==> src/rtl/dram_sim2.sv <==
// dram_sim2: cycle-accurate stand-in for the DRAMSim2 memory model.
// Requests are queued in order and serviced one at a time with a fixed
// per-type latency; each completion produces a one-cycle TX_COMP pulse
// carrying the completed address and type.
// Optional feature: define DRAMSIM2_REFRESH_EN to add periodic refresh stalls.
module dram_sim2 #(
    parameter int ADDR_W       = 64,
    parameter int DEPTH        = 4,
    parameter int READ_LAT     = 10,
    parameter int WRITE_LAT    = 6,
    parameter int REF_INTERVAL = 64,
    parameter int REF_CYCLES   = 8
) (
    input  logic              clk,
    input  logic              reset,
    input  logic              TX_ENQ,
    input  logic              IS_WR,
    input  logic [ADDR_W-1:0] ADDR,
    output logic              TX_COMP,
    output logic              IS_WR_OUT,
    output logic [ADDR_W-1:0] ADDR_OUT,
    output logic              FULL
);

    localparam int PTR_W   = $clog2(DEPTH);
    localparam int CNT_W   = $clog2(DEPTH + 1);
    localparam int LAT_MAX = (READ_LAT > WRITE_LAT) ? READ_LAT : WRITE_LAT;
    localparam int LAT_W   = $clog2(LAT_MAX + 1);

    localparam logic [1:0] ST_IDLE    = 2'd0;
    localparam logic [1:0] ST_BUSY    = 2'd1;
`ifdef DRAMSIM2_REFRESH_EN
    localparam logic [1:0] ST_REFRESH = 2'd2;
    localparam int RT_W = $clog2(REF_INTERVAL + 1);
    localparam int RC_W = $clog2(REF_CYCLES + 1);
`endif

    // Elaboration-time parameter sanity checks.
    if ((DEPTH < 2) || ((DEPTH & (DEPTH - 1)) != 0)) begin : g_bad_depth
        $error("dram_sim2: DEPTH must be a power of two >= 2");
    end
    if ((READ_LAT < 2) || (WRITE_LAT < 2)) begin : g_bad_lat
        $error("dram_sim2: READ_LAT and WRITE_LAT must be >= 2");
    end
    if ((REF_INTERVAL < 1) || (REF_CYCLES < 1)) begin : g_bad_ref
        $error("dram_sim2: REF_INTERVAL and REF_CYCLES must be >= 1");
    end

    // Entry storage; the head entry stays here while it is in service.
    logic [ADDR_W-1:0] addr_mem_q [DEPTH];
    logic              wr_mem_q   [DEPTH];

    logic [1:0]        state_q,    state_d;
    logic [LAT_W-1:0]  lat_cnt_q,  lat_cnt_d;
    logic [CNT_W-1:0]  count_q,    count_d;
    logic [PTR_W-1:0]  rd_ptr_q,   rd_ptr_d;
    logic [PTR_W-1:0]  wr_ptr_q,   wr_ptr_d;
    logic              tx_comp_q,  tx_comp_d;
    logic              is_wr_out_q, is_wr_out_d;
    logic [ADDR_W-1:0] addr_out_q, addr_out_d;
`ifdef DRAMSIM2_REFRESH_EN
    logic [RT_W-1:0]   ref_timer_q, ref_timer_d;
    logic [RC_W-1:0]   ref_cnt_q,   ref_cnt_d;
    logic              ref_pend_q,  ref_pend_d;
    logic              ref_hit;
`endif

    logic             full;
    logic             push;
    logic             complete;
    logic [PTR_W-1:0] next_ptr;
    logic [CNT_W-1:0] remaining;
    logic             next_avail;
    logic             next_wr;
    logic             can_start;
    logic             ref_take;
    logic             start;

    // Next-state logic: enqueue, completion, service start and refresh arbitration.
    always_comb begin
        // NOTE: every signal written here gets a default first, so no path can infer a latch.
        state_d     = state_q;
        lat_cnt_d   = lat_cnt_q;
        count_d     = count_q;
        rd_ptr_d    = rd_ptr_q;
        wr_ptr_d    = wr_ptr_q;
        tx_comp_d   = 1'b0;
        is_wr_out_d = is_wr_out_q;
        addr_out_d  = addr_out_q;
        ref_take    = 1'b0;

        full     = (count_q == CNT_W'(DEPTH));
        push     = TX_ENQ && !full;
        complete = (state_q == ST_BUSY) && (lat_cnt_q == LAT_W'(1));

        // The entry that would be serviced next, after any pop on this edge.
        // With nothing left in storage it is the request arriving this edge (bypass).
        next_ptr   = complete ? rd_ptr_q + PTR_W'(1) : rd_ptr_q;
        remaining  = count_q - CNT_W'(complete);
        next_avail = (remaining != '0) || push;
        next_wr    = (remaining != '0) ? wr_mem_q[next_ptr] : IS_WR;
        can_start  = (state_q == ST_IDLE) || complete;

`ifdef DRAMSIM2_REFRESH_EN
        ref_hit     = (ref_timer_q == RT_W'(REF_INTERVAL - 1));
        ref_timer_d = ref_hit ? '0 : ref_timer_q + RT_W'(1);
        ref_take    = (ref_hit || ref_pend_q) && can_start;
        ref_pend_d  = (ref_hit || ref_pend_q) && !ref_take;
        ref_cnt_d   = ref_cnt_q;
`endif

        start = can_start && next_avail && !ref_take;

        if ((state_q == ST_BUSY) && !complete) begin
            lat_cnt_d = lat_cnt_q - LAT_W'(1);
        end

        if (complete) begin
            state_d     = ST_IDLE;
            tx_comp_d   = 1'b1;
            addr_out_d  = addr_mem_q[rd_ptr_q];
            is_wr_out_d = wr_mem_q[rd_ptr_q];
            rd_ptr_d    = rd_ptr_q + PTR_W'(1);
        end

`ifdef DRAMSIM2_REFRESH_EN
        if (state_q == ST_REFRESH) begin
            if (ref_cnt_q == RC_W'(1)) begin
                state_d = ST_IDLE;
            end else begin
                ref_cnt_d = ref_cnt_q - RC_W'(1);
            end
        end
        if (ref_take) begin
            state_d   = ST_REFRESH;
            ref_cnt_d = RC_W'(REF_CYCLES);
        end
`endif

        if (start) begin
            state_d   = ST_BUSY;
            lat_cnt_d = next_wr ? LAT_W'(WRITE_LAT) : LAT_W'(READ_LAT);
        end

        if (push) begin
            wr_ptr_d = wr_ptr_q + PTR_W'(1);
        end

        case ({push, complete})
            2'b10:   count_d = count_q + CNT_W'(1);
            2'b01:   count_d = count_q - CNT_W'(1);
            default: count_d = count_q;
        endcase
    end

    // Control and output registers with synchronous reset.
    always_ff @(posedge clk) begin
        // NOTE: sequential state uses non-blocking assignments so every flop samples pre-edge values.
        if (reset) begin
            state_q     <= ST_IDLE;
            lat_cnt_q   <= '0;
            count_q     <= '0;
            rd_ptr_q    <= '0;
            wr_ptr_q    <= '0;
            tx_comp_q   <= 1'b0;
            is_wr_out_q <= 1'b0;
            addr_out_q  <= '0;
`ifdef DRAMSIM2_REFRESH_EN
            ref_timer_q <= '0;
            ref_cnt_q   <= '0;
            ref_pend_q  <= 1'b0;
`endif
        end else begin
            state_q     <= state_d;
            lat_cnt_q   <= lat_cnt_d;
            count_q     <= count_d;
            rd_ptr_q    <= rd_ptr_d;
            wr_ptr_q    <= wr_ptr_d;
            tx_comp_q   <= tx_comp_d;
            is_wr_out_q <= is_wr_out_d;
            addr_out_q  <= addr_out_d;
`ifdef DRAMSIM2_REFRESH_EN
            ref_timer_q <= ref_timer_d;
            ref_cnt_q   <= ref_cnt_d;
            ref_pend_q  <= ref_pend_d;
`endif
        end
    end

    // Entry storage write port.
    always_ff @(posedge clk) begin
        // NOTE: storage is not reset; the pointers and count decide which entries are valid.
        if (push && !reset) begin
            addr_mem_q[wr_ptr_q] <= ADDR;
            wr_mem_q[wr_ptr_q]   <= IS_WR;
        end
    end

    assign TX_COMP   = tx_comp_q;
    assign IS_WR_OUT = is_wr_out_q;
    assign ADDR_OUT  = addr_out_q;
    assign FULL      = full;

endmodule

==> config.mk <==
export PLATFORM = sky130hd
export DESIGN_NAME = dram_sim2
export DESIGN_NICKNAME = d
export VERILOG_FILES = /design/src/rtl/dram_sim2.sv
export SDC_FILE = /design/constraint.sdc
export NUM_CORES = 1
export LEC_CHECK = 0
export ABC_AREA = 1
export BUFFER_PORTS_ARGS = -buffer_cell sky130_fd_sc_hd__buf_2
export CAP_MARGIN = 10
export CORE_UTILIZATION = 60
export CTS_CLUSTER_SIZE = 20
export DETAILED_ROUTE_END_ITERATION = 10
export PLACE_DENSITY = 0.81
export SYNTH_ARGS = -nofsm -noshare
export SYNTH_HDL_FRONTEND = slang
export SYNTH_SLANG_ARGS = --single-unit
==> constraint.sdc <==
create_clock -name clk -period 7.3 [get_ports clk]
set_input_delay 0.73 -clock clk [delete_from_list [all_inputs] [get_ports clk]]
set_output_delay 0.73 -clock clk [all_outputs]
set_load 0.01 [all_outputs]
; ---- Word-level counts from Yosys, hierarchy flattened
; Memory sizes are Yosys's and may differ from the RTL's. A register that Yosys moved wholly into a read port is not among the register bits.
; Index checks and enable logic that the tools add are counted.
[op_classes]
eq_ne = 4
reduce_logical = 15
muxes = 11
addsub = 6
[ops]
columns = op, n
row1 = $mux 4, 3
row2 = $mux 1, 6
row3 = $pmux 3 s2, 1
row4 = $reduce_bool 2->1, 3
row5 = $logic_and 1x1->1, 5
row6 = $add 2x1->2 const B, 2
row7 = $eq 4x1->1 const B, 1
row8 = $sub 4x1->4 const B, 1
row9 = $add 3x1->3 const B, 1
row10 = $eq 3x3->1 const B, 1
row11 = $logic_not 1->1, 3
row12 = $reduce_bool 3->1, 1
row13 = $sub 3x1->3, 1
row14 = $sub 3x1->3 const B, 1
row15 = $eq 2x1->1 const B, 1
row16 = $eq 2x2->1 const B, 1
row17 = $logic_not 2->1, 1
row18 = $logic_or 1x1->1, 2
row19 = $mux 2, 1
[totals]
out_inout_bits = 67
word_cells = 44
regBits = 13
n_memories = 2
ram_bits = 260
in_bits = 68
[memory_table]
columns = name, words, width, read_ports, rd_clocked_by_memory_dff, write_ports, line_no
row1 = addr_mem_q, 4, 64, 1, 1, 1, 50  ; logic [ADDR_W-1:0] addr_mem_q [DEPTH];
row2 = wr_mem_q, 4, 1, 2, 1, 1, 51  ; logic wr_mem_q [DEPTH];

; ---- Logic depth before layout (Yosys ltp)
; Gate-level depths: netlist of the first run.
[depth]
word_depth = 7
mapped_depth = 17
mapped_depth_nobuf = 15

; ---- Least setup slack after synthesis of the first run
; No wires, ideal clock.
[synth_path]
kind = input to register
startpoint = input port reset
endpoint = memory addr_mem_q[0][0] (enable)
setup_time_ns = 0.488
setup_slack_ns = 2.982
required_ns = 6.812
t_arrival_ns = 3.829
stages = 4
cell_sequence = inv_1 buf_2 nand3_1 nor2_1
[synth_via]
elab_chain_len = 4
[synth_lines]
columns = item, line_no
row1 = start: declaration, 15  ; input logic reset,
row2 = $logic_not 1->1, 193  ; if (push && !reset) begin
row3 = $logic_and 1x1->1, 193
row4 = $mux 1, 193
row5 = $mux 1 (implied by the code), 194  ; addr_mem_q[wr_ptr_q] <= ADDR;
row6 = end: declaration, 50
; No other way between the ends.

; ---- Worst setup path in the final report of the first run
[layout_path]
startpoint = input port reset
endpoint = memory addr_mem_q[3][9] (enable)
; Same word-level chain as after synthesis.

==> impl_metrics.csv, run 1 <==
group,metric,value,unit
setup_path,path_cells,"buf_2 -> inv_2 -> buf_4 -> nand3_1 -> nor2_4 -> buf_4",
pwr,p_int,3.52,mW
pwr,pwr_density_cell,308,mW/mm2
timing,finalSetupViolCount,0,
timing,grt_setup_unrepaired,"false",
synth,synth-main-ff-cell,"edfxtp_1",
route,drtAntennaViolNets,0,
timing,tns,0,ns
synth,ys_types,29,
pwr,p_sw_share,22.0,%
setup_path,rr_endpoint,"addr_mem_q[3][9]$_DFFE_PP_",
timing,finalHoldViolCount,0,
cts,clkLatencyLatePin,0.55,ns
cells_and_area,post-route-util,71.5,%
global_route,grt_usage,25.0,%
setup_path,endpoint_kind,"flip-flop",
cells_and_area,nets,1216,
setup_path,critPathBufInv,4,
setup_path,worstSetupPathType,"primary input to flip-flop",
cts,clk_pin_slew_worst_paths,0.06,ns
cts,hold_buffers,0,
cts,cts.repair.resized,0,
cts,post-cts-setup-buffer-count,0,
floorplan,std_cell_rows,52,
route,firstDrtPassIters,5,
setup_path,cpMostUsedCell,"buf_4",
global_route,grt_max_degree,132,
setup_path,slowest_stage,"nor2_4",
global_route,first_global_vias,8352,
synth,yosysMostFrequentCell,"nor2_1",
cells_and_area,drive_above_1_share,18.3,%
cts,h-tree-depth,1,
setup_path,r2r_cells,5,
floorplan,start_util,61.8,%
cells_and_area,multiInputGateArea,0.00285,mm2
synth,syn_inst,1028,
timing,fin_skew,0.00953,ns
synth,yosys.area.top_type,"edfxtp_1",
pwr,power_frac_seq,48.8,%
floorplan,pin_count,135,
floorplan,dieWidth,147,um
worst_hold_path,hold_path_class,"primary input to flip-flop",
place,gp_congestion,0.765,
synth,synth_nets,1105,
synth,synth_common_cells,"271 x nor2_1, 260 x edfxtp_1, 157 x o21ai_0, 78 x dfxtp_1, 65 x a31oi_1",
worst_hold_path,worstHoldStart,"ADDR[0]",
pwr,combPwrFrac,8.6,%
timing,drv_slew,0,
setup_path,worstPathMaxFanout,75,
route,drtIter0Drc,755,
synth,ys.warnings.count,0,
run_status,status,"complete, no violations",
global_route,antenna_found_initial,0,
setup_path,max_stage_delay,0.82,ns
cells_and_area,antenna_cells,0,
setup_path,r2r_slack,4.49,ns
pwr,clkPwrFrac,42.6,%
setup_path,cp.arrival,3.53,ns
setup_path,worstReg2RegStart,"count_q[1]$_SDFFE_PP0P_",
place,port_buffers,134,
setup_path,cp_top_family,"buffers and inverters",
cells_and_area,areaGrowthSynthToFinish,15.7,%
global_route,grt_pass1_wl,42000,um
synth,syn_avg_cell_area,12.3,um2
route,avgRoutedWirePerCell,18.8,um
pwr,vdd_ir_drop_max,0.000188,V
floorplan,die_h,147,um
setup_path,setup.worst_path.start,"reset",
timing,worst_pin_slew,1.19,ns
floorplan,core,0.0205,mm2
cells_and_area,fill_cells,1281,
timing,fmax,299,MHz
synth,synthArstFlopShare,0,%
route,viasPerCell,5.88,
setup_path,cp.depth,6,
synth,synthTopCellsByArea,"edfxtp_1 62%, dfxtp_1 12%, nor2_1 8.0%",
synth,ys_ff_latch,338,
timing,min_period,3.35,ns
synth,synth_edf_count,260,
setup_path,critPathCapture,"addr_mem_q[3][9]$_DFFE_PP_",
synth,yosysSeqAreaShare,74.0,%
pwr,leakage,5.44,nW
setup_path,required,7.49,ns
run,drv_cap,0,
cts,cts_buffers,31,
cells_and_area,seq_area,0.00937,mm2
place,dp_hpwl,14700,um
synth,synth_top_area_share,61.6,%
floorplan,die_area,0.0217,mm2
synth,synthesis.area,0.0127,mm2
route,vias,8431,
timing,slew_headroom,20.6,%
cts,root_buffer,"clkbuf_16",
pwr,p_sw,992,uW
cts,cts_sinks,338,
route,wirelength,27000,um
timing,min_period_over_period,45.8,%
cts,cts_tree,"built",
cts,clk_path_buf_depth,3,
global_route,gr-total-overflow,0,
setup_path,critPathLaunchType,"primary input",
route,drc_errors,0,
power groups by stage:
| stage | Sequential (mW) | Combinational (mW) | Clock, mW |
|---|---|---|---|
| CTS | 2.20 | 0.386 | 1.94 |
| global placement | 2.24 | 0.363 | 0 |
| detailed placement | 2.24 | 0.379 | 0 |
| finish | 2.20 | 0.386 | 1.92 |
| global route | 2.21 | 0.430 | 2.00 |
| floorplan | 2.25 | 0.245 | 0 |
layout by cell type (no fill, tap or decap), types with 2 or more instances in the layout:
master / n
a21oi_1: 11
a31oi_1: 65
buf_2: 134
buf_4: 9
bufinv_16: 12
clkbuf_1: 3
clkbuf_16: 31
clkbuf_8: 4
clkinv_2: 3
clkinvlp_4: 3
dfxtp_1: 76
edfxtp_1: 260
ha_1: 8
inv_1: 24
inv_2: 2
inv_4: 2
nand2_1: 19
nand2_2: 3
nand3_1: 6
nor2_1: 267
nor2_4: 5
o21ai_0: 157
o21ai_1: 47
area by class of cell:
class                           instances  share of cell area (%)
Clock buffer                           38                    5.74
Tap cell                              270                    2.30
Sequential cell                       338                    64.0
Inverter                               28                   0.751
Timing Repair Buffer                  143                    5.04
Multi-Input combinational cell        597                    19.5
Clock inverter                         19                    2.74
how the worst min path moves through the flow:
stage | slack, ns | depth (start not counted) | to
2_1_floorplan | 0.46 | 2 | count_q[1]$_SDFFE_PP0P_
3_3_place_gp | 0.49 | 2 | count_q[1]$_SDFFE_PP0P_
3_5_place_dp | 0.51 | 1 | lat_cnt_q[0]$_SDFFE_PP0P_
4_1_cts | 0.37 | 1 | addr_mem_q[2][6]$_DFFE_PP_
5_1_grt | 0.37 | 1 | addr_mem_q[2][6]$_DFFE_PP_
6_report | 0.39 | 1 | addr_mem_q[1][0]$_DFFE_PP_
per-stage QoR:
step | hold WS [ns] | power, mW | instance area, um2 | std cells | setup WS, ns
final | 0.392 | 4.51 | 14700 | 1433 | 3.95
after global routing | 0.370 | 4.64 | 14700 | 1433 | 3.75
after CTS | 0.372 | 4.52 | 14700 | 1433 | 3.96
after detailed placement | 0.508 | 2.62 | 13400 | 1376 | 3.36
after global placement | 0.487 | 2.60 | 13400 | 1376 | 3.47
after floorplan | 0.459 | 2.49 | 12700 | 1028 | 2.98
logic make-up after synthesis:
| kind of cell | synth area share (%) |
|---|---|
| DFF | 74.0 |
| and+or+nand+nor | 9.37 |
| buffers and inverters | 3.74 |
| xor gates and xnor gates | 0.138 |
| AOI/OAI and AO/OA | 11.8 |
| adders and majority gates | 0.948 |
flip-flops by register name, summed over array words and instances, names as in the netlist:
name / count
addr_mem_q: 256
ADDR_OUT: 64
lat_cnt_q: 4
wr_mem_q: 4
count_q: 3
rd_ptr_q: 2
wr_ptr_q: 2
IS_WR_OUT: 1
TX_COMP: 1
state_q: 1
routing by layer:
layer / wire length [um] / global-route usage (%) / up-vias / share of wire [%]
met1: 10500 / 31.6 / 4109 / 39
met3: 2220 / 3.79 / 50 / 8.2
li1: - / - / 3896 / -
met2: 13700 / 43.7 / 376 / 51
met5: 0 / 0 / - / 0
met4: 546 / 9.38 / 0 / 2.0
No activity file was read; power rests on OpenSTA's default activity.
==> run 2, diff against run 1 <==
- ABC_AREA: 1 -> 0
- CORE_UTILIZATION: 60 -> 58
- PLACE_DENSITY: 0.81 -> 0.79
- clock period: 7.3 -> 3.25 ns (I/O delays scaled with it)
==> run 2 against run 1 <==
  * First-iteration DRC count decreased by 39%
  * Worst setup slack got worse by 3.0 ns
  * Routed wire length decreased by 12%
  * Critical path depth increased by 3
  * Combinational power increased by 30%
  * Synthesized area decreased by 2.2%
  * Count of clock-buffer cells in the layout increased by 15
==> impl_metrics.csv, run 2 <==
group,metric,value,unit
synth,synthTopCellsByArea,"edfxtp_1 63%, dfxtp_1 13%, mux4_2 12%",
timing,grt_setup_unrepaired,"false",
timing,fmax,430,MHz
run_status,status,"complete, no violations",
setup_path,endpoint_kind,"flip-flop",
cells_and_area,nets,939,
worst_hold_path,hold-path-endpoint,"addr_mem_q[3][40]$_DFFE_PP_",
synth,synthesis.area,0.0124,mm2
cts,clkLatencyLatePin,0.51,ns
route,firstDrtPassIters,4,
place,gp_congestion,0.756,
place,placed_cells,1101,
setup_path,required,3.69,ns
pwr,combPwrFrac,5.5,%
setup_path,rr_endpoint,"lat_cnt_q[2]$_SDFFE_PP0P_",
floorplan,die_area,0.0219,mm2
synth,synth_edf_count,260,
floorplan,pin_count,135,
setup_path,critPathLaunchType,"flip-flop",
timing,fin_skew,0.0149,ns
cells_and_area,seq_area,0.00938,mm2
place,port_buffers,134,
global_route,grt_use_met1,30.2,%
setup_path,r2r_cells,9,
run,drv_cap,0,
synth,synthArstFlopShare,0,%
global_route,gr-max-usage-layer,"met2",
cts,cts.repair.resized,0,
place,dp_hpwl,13500,um
pwr,leakage,4.94,nW
setup_path,worstReg2RegStart,"lat_cnt_q[0]$_SDFFE_PP0P_",
global_route,grt_util_met3,4.60,%
cells_and_area,final_cell_mix,"260 x edfxtp_1, 134 x buf_2, 133 x nand2_1, 76 x dfxtp_1, 68 x a21oi_1",
route,vias,6541,
floorplan,start_util,59.1,%
synth,ys_ff_latch,338,
pwr,p_int,7.22,mW
cells_and_area,top_register,"addr_mem_q",
global_route,grt_pass1_wl,37000,um
cts,hold_buffers,0,
synth,yosysSeqAreaShare,75.6,%
pwr,vdd_ir_drop_max,0.000478,V
cells_and_area,largest_reg_flops,256,
synth,yosysMostFrequentCell,"edfxtp_1",
global_route,grt_use_met2,37.2,%
route,drc_errors,0,
timing,slew_headroom,36.4,%
timing,finalHoldViolCount,0,
route,wirelength,23800,um
timing,finalSetupViolCount,0,
cts,post-cts-setup-buffer-count,0,
synth,yosys.area.top_type,"edfxtp_1",
route,drtAntennaViolNets,0,
synth,syn_inst,718,
cts,clk_pin_slew_worst_paths,0.06,ns
route,avgRoutedWirePerCell,20.4,um
global_route,gr-total-overflow,0,
setup_path,worstSetupPathType,"flip-flop to flip-flop",
synth,ys_types,39,
cts,h-tree-depth,2,
place,place_area,0.0134,mm2
pwr,clkPwrFrac,41.0,%
setup_path,cp.arrival,2.77,ns
synth,synth-main-ff-cell,"edfxtp_1",
setup_path,critPathBufInv,2,
floorplan,std_cell_rows,53,
place,dpl_worst_slack,0.923,ns
global_route,first_global_vias,6726,
setup_path,worstPathMaxFanout,38,
global_route,antenna_found_initial,3,
cts,root_buffer,"clkbuf_16",
setup_path,slowest_stage,"dfxtp_1",
worst_hold_path,worstHoldStart,"ADDR[40]",
cts,cts_tree,"built",
cells_and_area,post-route-util,69.2,%
cts,cts_buffers,34,
cells_and_area,drive_above_1_share,30.4,%
setup_path,cp_top_family,"compound AO/OA/AOI/OAI gates",
setup_path,r2r_slack,0.92,ns
pwr,power_frac_seq,53.5,%
timing,min_period_over_period,71.6,%
pwr,pwr_density_cell,628,mW/mm2
cells_and_area,areaGrowthSynthToFinish,17.0,%
route,drtIter0Drc,461,
global_route,grt_usage,22.6,%
floorplan,dieWidth,148,um
timing,min_period,2.33,ns
synth,synth_common_cells,"260 x edfxtp_1, 133 x nand2_1, 78 x dfxtp_1, 68 x a21oi_1, 65 x mux4_2",
worst_hold_path,whs_path_depth,1,
pwr,p_sw,1.87,mW
floorplan,core,0.0210,mm2
cells_and_area,stdcell_count,1165,
setup_path,path_cells,"ha_1 -> nor3b_4 -> nand2_2 -> clkinv_2 -> buf_4 -> nor4_1 -> o31a_1 -> a211oi_2 -> o221a_1",
cts,cts_sinks,338,
setup_path,max_stage_delay,0.40,ns
timing,tns,0,ns
synth,synth_nets,795,
cells_and_area,final_common_cell,"edfxtp_1",
synth,syn_avg_cell_area,17.3,um2
timing,drv_slew,0,
synth,ys.warnings.count,0,
worst_hold_path,hold_path_class,"primary input to flip-flop",
cells_and_area,multiInputGateArea,0.00281,mm2
synth,synth_top_area_share,63.0,%
timing,worst_pin_slew,0.953,ns
pwr,p_sw_share,20.6,%
cts,clk_path_buf_depth,3,
cells_and_area,fill_cells,1392,
cells_and_area,fin_area,0.0145,mm2
floorplan,die_h,148,um
timing,fin_ws,0.924,ns
global_route,grt_max_degree,79,
route,viasPerCell,5.61,
[run 2: cell count changes after synthesis, moves of 6 or more]
cell,previous run,this run
a31oi_1,65,2
mux4_2,0,65
buf_4,11,5
a21oi_1,11,68
nand2_1,19,133
nor2_1,271,16
buf_6,6,0
o21ai_1,47,0
inv_1,25,8
buf_2,27,12
o21ai_0,157,2
[run 2: worst max-delay path by stage]
stage               cells after the start                         end                       from  slack, ns
detailed placement                      9   lat_cnt_q[2]$_SDFFE_PP0P_  lat_cnt_q[0]$_SDFFE_PP0P_       0.92
floorplan                               5  addr_mem_q[0][0]$_DFFE_PP_    count_q[2]$_SDFFE_PP0P_       0.33
global route                            8     count_q[2]$_SDFFE_PP0P_    count_q[2]$_SDFFE_PP0P_       0.75
global placement                        9   lat_cnt_q[3]$_SDFFE_PP0P_  lat_cnt_q[0]$_SDFFE_PP0P_       1.03
CTS                                     9   lat_cnt_q[2]$_SDFFE_PP0P_  lat_cnt_q[0]$_SDFFE_PP0P_       0.92
finish                                  9   lat_cnt_q[2]$_SDFFE_PP0P_  lat_cnt_q[0]$_SDFFE_PP0P_       0.92
[run 2: per-stage QoR]
stage / total power, mW / hold slack (ns)
final: 9.10 / 0.0330
after global placement: 5.44 / 0.439
after global routing: 9.38 / 0.0102
after floorplan: 5.26 / 0.424
after CTS: 9.18 / 0.00924
after detailed placement: 5.46 / 0.444
[run 2: layer usage]
layer | routed length (um) | vias to the layer above
met3 | 1420 | 50
li1 | - | 3017
met2 | 11800 | 198
met5 | 10 | -
met4 | 675 | 2
met1 | 9890 | 3274
[run 2: power by group through the flow]
| stage | clock network, mW | logic (mW) | registers, mW |
|---|---|---|---|
| 2_1_floorplan | 0 | 0.314 | 4.95 |
| 3_3_place_gp | 0 | 0.491 | 4.95 |
| 3_5_place_dp | 0 | 0.504 | 4.96 |
| 4_1_cts | 3.81 | 0.509 | 4.87 |
| 5_1_grt | 3.95 | 0.553 | 4.88 |
| 6_report | 3.73 | 0.503 | 4.87 |
[run 2: cell type report]
class | instances | area share, %
diodes | 2 | 0.0345
clock buffers | 53 | 6.94
clock inverters | 9 | 0.458
inverters | 9 | 0.242
multi-input cells | 331 | 19.4
flip-flops and latches | 338 | 64.7
well taps | 275 | 2.37
repair buffers | 148 | 5.87
[run 2: kinds of logic (layout without fill, tap and decap cells)]
kind of cell / after synthesis / after routing / share of synthesized area (%)
DFF: 338 / 338 / 75.6
muxes: 66 / 66 / 11.9
and+or+nand+nor: 170 / 170 / 5.68
buffers and inverters: 49 / 219 / 1.77
adders and majority gates: 9 / 9 / 0.970
AOI/OAI and AO/OA: 80 / 80 / 3.62
other: 0 / 2 / 0
xor gates and xnor gates: 6 / 6 / 0.424
